### src/rtl/sap_program_ram.sv
// SAP-1 program/data memory: registered read port, CPU write port, streaming
// loader that fills from address 0, and an optional post-reset clear sweep.
module sap_program_ram #(
    parameter int DATA_W         = 8,
    parameter int ADDR_W         = 4,
    parameter bit CLEAR_ON_RESET = 1'b1
) (
    input  logic              clk,
    input  logic              rst,
    input  logic              read_en,
    input  logic [ADDR_W-1:0] read_addr,
    output logic [DATA_W-1:0] read_data,
    output logic              read_valid,
    input  logic              wr_en,
    input  logic [ADDR_W-1:0] wr_addr,
    input  logic [DATA_W-1:0] wr_data,
    input  logic              load_start,
    input  logic              load_valid,
    input  logic [DATA_W-1:0] load_data,
    input  logic              load_last,
    output logic              load_ready,
    output logic              load_done,
    output logic [ADDR_W:0]   load_count,
    output logic              busy
);

    localparam int DEPTH = 2 ** ADDR_W;
    localparam logic [ADDR_W-1:0] LAST_ADDR = ADDR_W'(DEPTH - 1);

    typedef enum logic [1:0] {
        ST_CLEAR = 2'd0,
        ST_IDLE  = 2'd1,
        ST_LOAD  = 2'd2
    } state_t;

    localparam state_t RESET_STATE = CLEAR_ON_RESET ? ST_CLEAR : ST_IDLE;

    state_t            state_reg, state_next;
    logic [ADDR_W-1:0] ptr_reg, ptr_next;
    logic [ADDR_W:0]   count_reg, count_next;
    logic              done_reg, done_next;
    logic [DATA_W-1:0] rdata_reg;
    logic              rvalid_reg;

    logic              mem_we;
    logic [ADDR_W-1:0] mem_waddr;
    logic [DATA_W-1:0] mem_wdata;
    logic [DATA_W-1:0] mem [DEPTH];

    // One shared write port: the clear sweep, loader beats and CPU writes are
    // mutually exclusive by state, so a simple mux feeds the array.
    always_comb begin
        state_next = state_reg;
        ptr_next   = ptr_reg;
        count_next = count_reg;
        done_next  = 1'b0;
        mem_we     = 1'b0;
        mem_waddr  = wr_addr;
        mem_wdata  = wr_data;
        case (state_reg)
            ST_CLEAR: begin
                mem_we    = 1'b1;
                mem_waddr = ptr_reg;
                mem_wdata = '0;
                if (ptr_reg == LAST_ADDR) begin
                    state_next = ST_IDLE;
                    ptr_next   = '0;
                end else begin
                    ptr_next = ptr_reg + 1'b1;
                end
            end
            ST_IDLE: begin
                mem_we = wr_en;
                if (load_start) begin
                    state_next = ST_LOAD;
                    ptr_next   = '0;
                    count_next = '0;
                end
            end
            ST_LOAD: begin
                if (load_valid) begin
                    mem_we     = 1'b1;
                    mem_waddr  = ptr_reg;
                    mem_wdata  = load_data;
                    count_next = count_reg + 1'b1;
                    // No wrap: the final address ends the load even without load_last.
                    if (load_last || ptr_reg == LAST_ADDR) begin
                        state_next = ST_IDLE;
                        ptr_next   = '0;
                        done_next  = 1'b1;
                    end else begin
                        ptr_next = ptr_reg + 1'b1;
                    end
                end
            end
            default: state_next = ST_IDLE;
        endcase
    end

    always_ff @(posedge clk or posedge rst) begin
        if (rst) begin
            state_reg  <= RESET_STATE;
            ptr_reg    <= '0;
            count_reg  <= '0;
            done_reg   <= 1'b0;
            rdata_reg  <= '0;
            rvalid_reg <= 1'b0;
        end else begin
            state_reg  <= state_next;
            ptr_reg    <= ptr_next;
            count_reg  <= count_next;
            done_reg   <= done_next;
            rvalid_reg <= 1'b0;
            if (state_reg == ST_IDLE && read_en) begin
                rdata_reg  <= mem[read_addr];
                rvalid_reg <= 1'b1;
            end
        end
    end

    // Array itself is never reset; a same-edge write is seen only by later reads.
    always_ff @(posedge clk) begin
        if (mem_we) begin
            mem[mem_waddr] <= mem_wdata;
        end
    end

    assign read_data  = rdata_reg;
    assign read_valid = rvalid_reg;
    assign load_ready = (state_reg == ST_LOAD);
    assign load_done  = done_reg;
    assign load_count = count_reg;
    assign busy       = (state_reg != ST_IDLE);

endmodule

### config.mk
export PLATFORM = sky130hd
export DESIGN_NAME = sap_program_ram
export DESIGN_NICKNAME = d
export VERILOG_FILES = /design/src/rtl/sap_program_ram.sv
export SDC_FILE = /design/constraint.sdc
export NUM_CORES = 1
export LEC_CHECK = 0
export CORE_UTILIZATION = 50
export DETAILED_ROUTE_END_ITERATION = 16
export PLACE_DENSITY = 0.69
export SYNTH_ARGS = -nofsm -noshare
export SYNTH_HDL_FRONTEND = slang
export SYNTH_SLANG_ARGS = --single-unit
### constraint.sdc
create_clock -name clk -period 6.95 [get_ports clk]
set_input_delay 1.39 -clock clk [delete_from_list [all_inputs] [get_ports clk]]
set_output_delay 1.39 -clock clk [all_outputs]
set_load 0.02 [all_outputs]
-- Yosys cells after proc, flatten, opt, wreduce, memory -nomap -nowiden
Memory sizes are Yosys's and may differ from the RTL's. A register that Yosys moved wholly into a read port is not among the register bits.
Cells that the tools add are included.
- memory bits (writable): 128
- memories kept: 1
- flip-flop bits (word level): 13
- word-level logic and storage cells: 49
- input bits: 31
- memory list (memory ; words ; bits a word ; rd ports ; clocked after memory_dff ; write ports ; line ; RTL):
    mem ; 16 ; 8 ; 1 ; 1 ; 1 ; 48 ; logic [DATA_W-1:0] mem [DEPTH];
- eq/ne operators: 8
- add/sub/neg operators: 2
- reduce and logical (&&, ||, !) cells: 8
- multiplexer cells: 25
- operators by type and width (operator ; count):
    4-bit two-way mux ; 5
    8-bit one-hot mux with 2 select lines ; 1
    4-bit one-hot mux with 3 select lines ; 1
    5-bit two-way mux ; 2
    5-bit one-hot mux with 2 select lines ; 1
    2-bit two-way mux ; 4
    8-bit two-way mux ; 1
    4-bit one-hot mux with 2 select lines ; 1
    1-bit two-way mux ; 7
    2-bit inequality test (second input constant) ; 3
    2-bit one-hot mux with 3 select lines ; 1
    3-bit AND reduction ; 2
    5-bit by 1-bit adder with 5-bit output (second input constant) ; 1
    4-bit by 1-bit adder with 4-bit output (second input constant) ; 1
    4-bit == test (second input constant) ; 1
    2-bit by 1-bit inequality test with 1-bit output (second input constant) ; 2
    4-bit AND reduction ; 1
    1-bit one-hot mux with 3 select lines ; 1
    3-bit nonzero test ; 1
    2-bit by 1-bit == test with 1-bit output (second input constant) ; 1
    2-bit == test (second input constant) ; 1
    2-bit logical NOT ; 1
    2-bit nonzero test ; 1
    1-bit logical AND ; 1
    1-bit logical OR ; 1

-- Logic depth before layout (Yosys ltp)
- word-level depth: 5
- mapped depth: 8
- gate-level depth less buffers: 6

-- Worst setup path before layout
No wires, ideal clock.
- kind: input-to-reg
- from: input load_valid
- to: memory mem[0][0], enable pin
- setup time: 0.370 ns
- path buffers: 1
- cell stages on the path: 5
- arrival: 2.491 ns
- required time: 6.580 ns
- path slack: 4.088 ns
- cells stage by stage: buf_2 > a21o_1 > a22oi_2 > nand4_1 > nor2_1
- longest elaborated chain between the ends: 4
- ends and longest elaborated chain (item ; line ; RTL):
    from (decl) ; 18 ; input logic load_valid,
    1-bit two-way mux ; 81 ; if (load_valid) begin
    1-bit one-hot mux with 3 select lines ; 60 ; case (state_reg)
    1-bit two-way mux ; 123 ; if (mem_we) begin
    1-bit two-way mux (not written as such) ; 124 ; mem[mem_waddr] <= mem_wdata;
    to (decl) ; 48 ;
Parallel ways exist; a longest one is shown, timed or not.

-- Final worst setup path
- from: input load_valid
- to: memory mem[11][7], enable pin
Same word-level chain as after synthesis.

==> results.ini <==
[status]
status=finished, final reports clean

[placement]
placedCellCount=643
hpwl_mm=9.10
portBuffers=47
place_congestion=0.856

[final_layout]
largest_reg_flops=128
n_antenna_cell=0
drive_gt1_frac=0.0797
instances_no_fill=674
seqCellArea_um2=4370
fillers=948
layout_commonest_cell=edfxtp_1
multi_input_area_um2=1890
regMostFlops=mem
layout_common_cells=128 x edfxtp_1, 68 x mux2i_1, 46 x clkdlybuf4s50_1, 41 x nand2_1, 25 x a22oi_1
area_delta_synth_final_pct=18.3
nets=528

[timing]
tns_ns=0
fmax_ghz=0.265
clock_skew_ns=0.00578
rsz0062_at_grt=no
max_slew_margin=0.216
setup_viol=0
post-route-period-util=0.543
drv_slew=0
fin_crit_ns=3.77
tightest_slew_ns=1.17
hold_viol_final=0

[setup_path]
path_cells=clkdlybuf4s50_1 > mux2i_1 > a22oi_1 > nand2_1 > nor2_1
critPathArrivalTime_ns=3.83
cpLargestDelayFamily=buffers and inverters
end_kind=register
crit_buf_inv=1
r2r_start=state_reg[0]
slowest_delay_ns=0.98
slowest_stage=clkdlybuf4s50_1
startpoint=load_valid
crit_fanout=24
cp.required_ns=7.01
crit_type=in -> reg
cp-start-kind=primary input

[floorplanning]
coreArea_um2=12600
start_util=0.513
die_x_um=116
io_pins=48
die_h_um=116
num_rows=41
die_area_um2=13300

[global_routing]
first_global_vias=3865
track_usage=0.224
grt_overflow=0
antenna_found_initial=0
grt_max_degree=65
grt_pass1_wl_mm=20.9

[drt]
num_vias=3822
ant_nets=0
drt_wl_total_mm=13.5
drtIter0Drc=229
dr.pass1.iters=5
wl_per_cell_um=20.1
drc=0
vias_per_cell=5.67

[synth]
ys_ff_latch=149
yosysSeqAreaShare=0.678
yosysUniqueCellTypes=43
synth_area_leader_cell=edfxtp_1
synth_top_cell_area_share=0.597
ys_top_cells_by_area=edfxtp_1 60%, mux2i_1 11%, dfrtp_1 8.2%
syn_area_um2=6440
synthCells=445
synthArstFlopShare=0.141
synth_nets=483
ys.warnings.count=0
syn_avg_cell_area_um2=14.5
synthFlopType=edfxtp_1
synth-edff-count=128

[pwr]
peakVddDrop_v=0.000226
leakagePower_nw=2.83
p_per_area_nw_per_um2=386
power_w=0.00294

[cts]
cts-root-buf=clkbuf_16
cts_resized=0
cts.clk_slew.worst_paths_ns=0.06
clock_path_buffers=2
h-tree-depth=4
post_cts_buffers=0
cts_buffers=17
hold_buffers=0
clock-sinks=149
clk_latency_ns=0.43
tritoncts=built

[worst_hold_path]
hold_path_class=reg -> reg
hold_start=read_data[2]

[job]
maxCapViolCount=0

[cell type report]
type,instances,share of cell area
well taps,172,0.0282
clock buffers,19,0.0568
repair buffers,48,0.0624
clock inverters,12,0.0243
multi-input cells,260,0.248
inverters,14,0.00690
flip-flops and latches,149,0.573
[logic make-up after synthesis]
group	Yosys count	synth area share
AOI/OAI and AO/OA	70	0.0847
xor gates and xnor gates	4	0.00544
adders and majority gates	7	0.0136
buffers and inverters	36	0.0285
DFF	149	0.678
muxes	69	0.107
and+or+nand+nor	110	0.0822
[power by group]
part,switching [W],internal (W),leakage [nW]
Combinational,0.000488,0.000246,1.09
Clock,0.000329,0.000628,0.303
Sequential,0.0000535,0.00120,1.44
Total,0.000871,0.00207,2.83
[cell usage after synthesis (6+ instances only)]
master / instances
inv_1: 14
nand2_1: 41
edfxtp_1: 128
ha_1: 7
a22o_1: 9
buf_2: 12
o22ai_1: 8
nand3_1: 24
nor2_1: 23
mux2i_1: 68
dfrtp_1: 21
a21oi_1: 6
a22oi_1: 25
[worst reg2reg max path, cell delays in order, from the launching register on]
cell and delay [ns]:
dfrtp_1 0.40, inv_1 0.13, ha_1 0.50, mux2i_1 0.46
a22o_2 0.26, o211ai_2 0.15, nor2_1 0.65
[routing by layer]
layer	GRT usage	vias up	part of all wire
li1	-	1790	-
met1	0.285	1869	0.44
met2	0.348	135	0.47
met3	0.0654	28	0.054
met4	0.121	0	0.029
met5	0	-	0
[worst paths after layout]
kind | to | slack (ns) | cells after the start
setup reg to reg | mem[11][7] | 4.05 | 6
min in group asynchronous | ptr_reg[1] | 1.47 | 2
hold reg to reg | read_data[2] | 0.47 | 2
max in group asynchronous | read_data[3] | 4.91 | 2
setup / recovery | mem[11][7] | 3.18 | 5
hold / removal | read_data[2] | 0.47 | 2
[metrics by stage]
step                      instance area (um2)  setup WS, ns  utilization  hold slack, ns
after floorplan                          6440          4.09            -           0.501
after global routing                     7620          2.97        0.606           0.518
final                                    7620          3.18        0.606           0.472
after CTS                                7620          3.18        0.606           0.479
after detailed placement                 7000          2.74        0.557           0.466
after global placement                   7000          2.83        0.557           0.461
(Power assumes the default switching activity.)
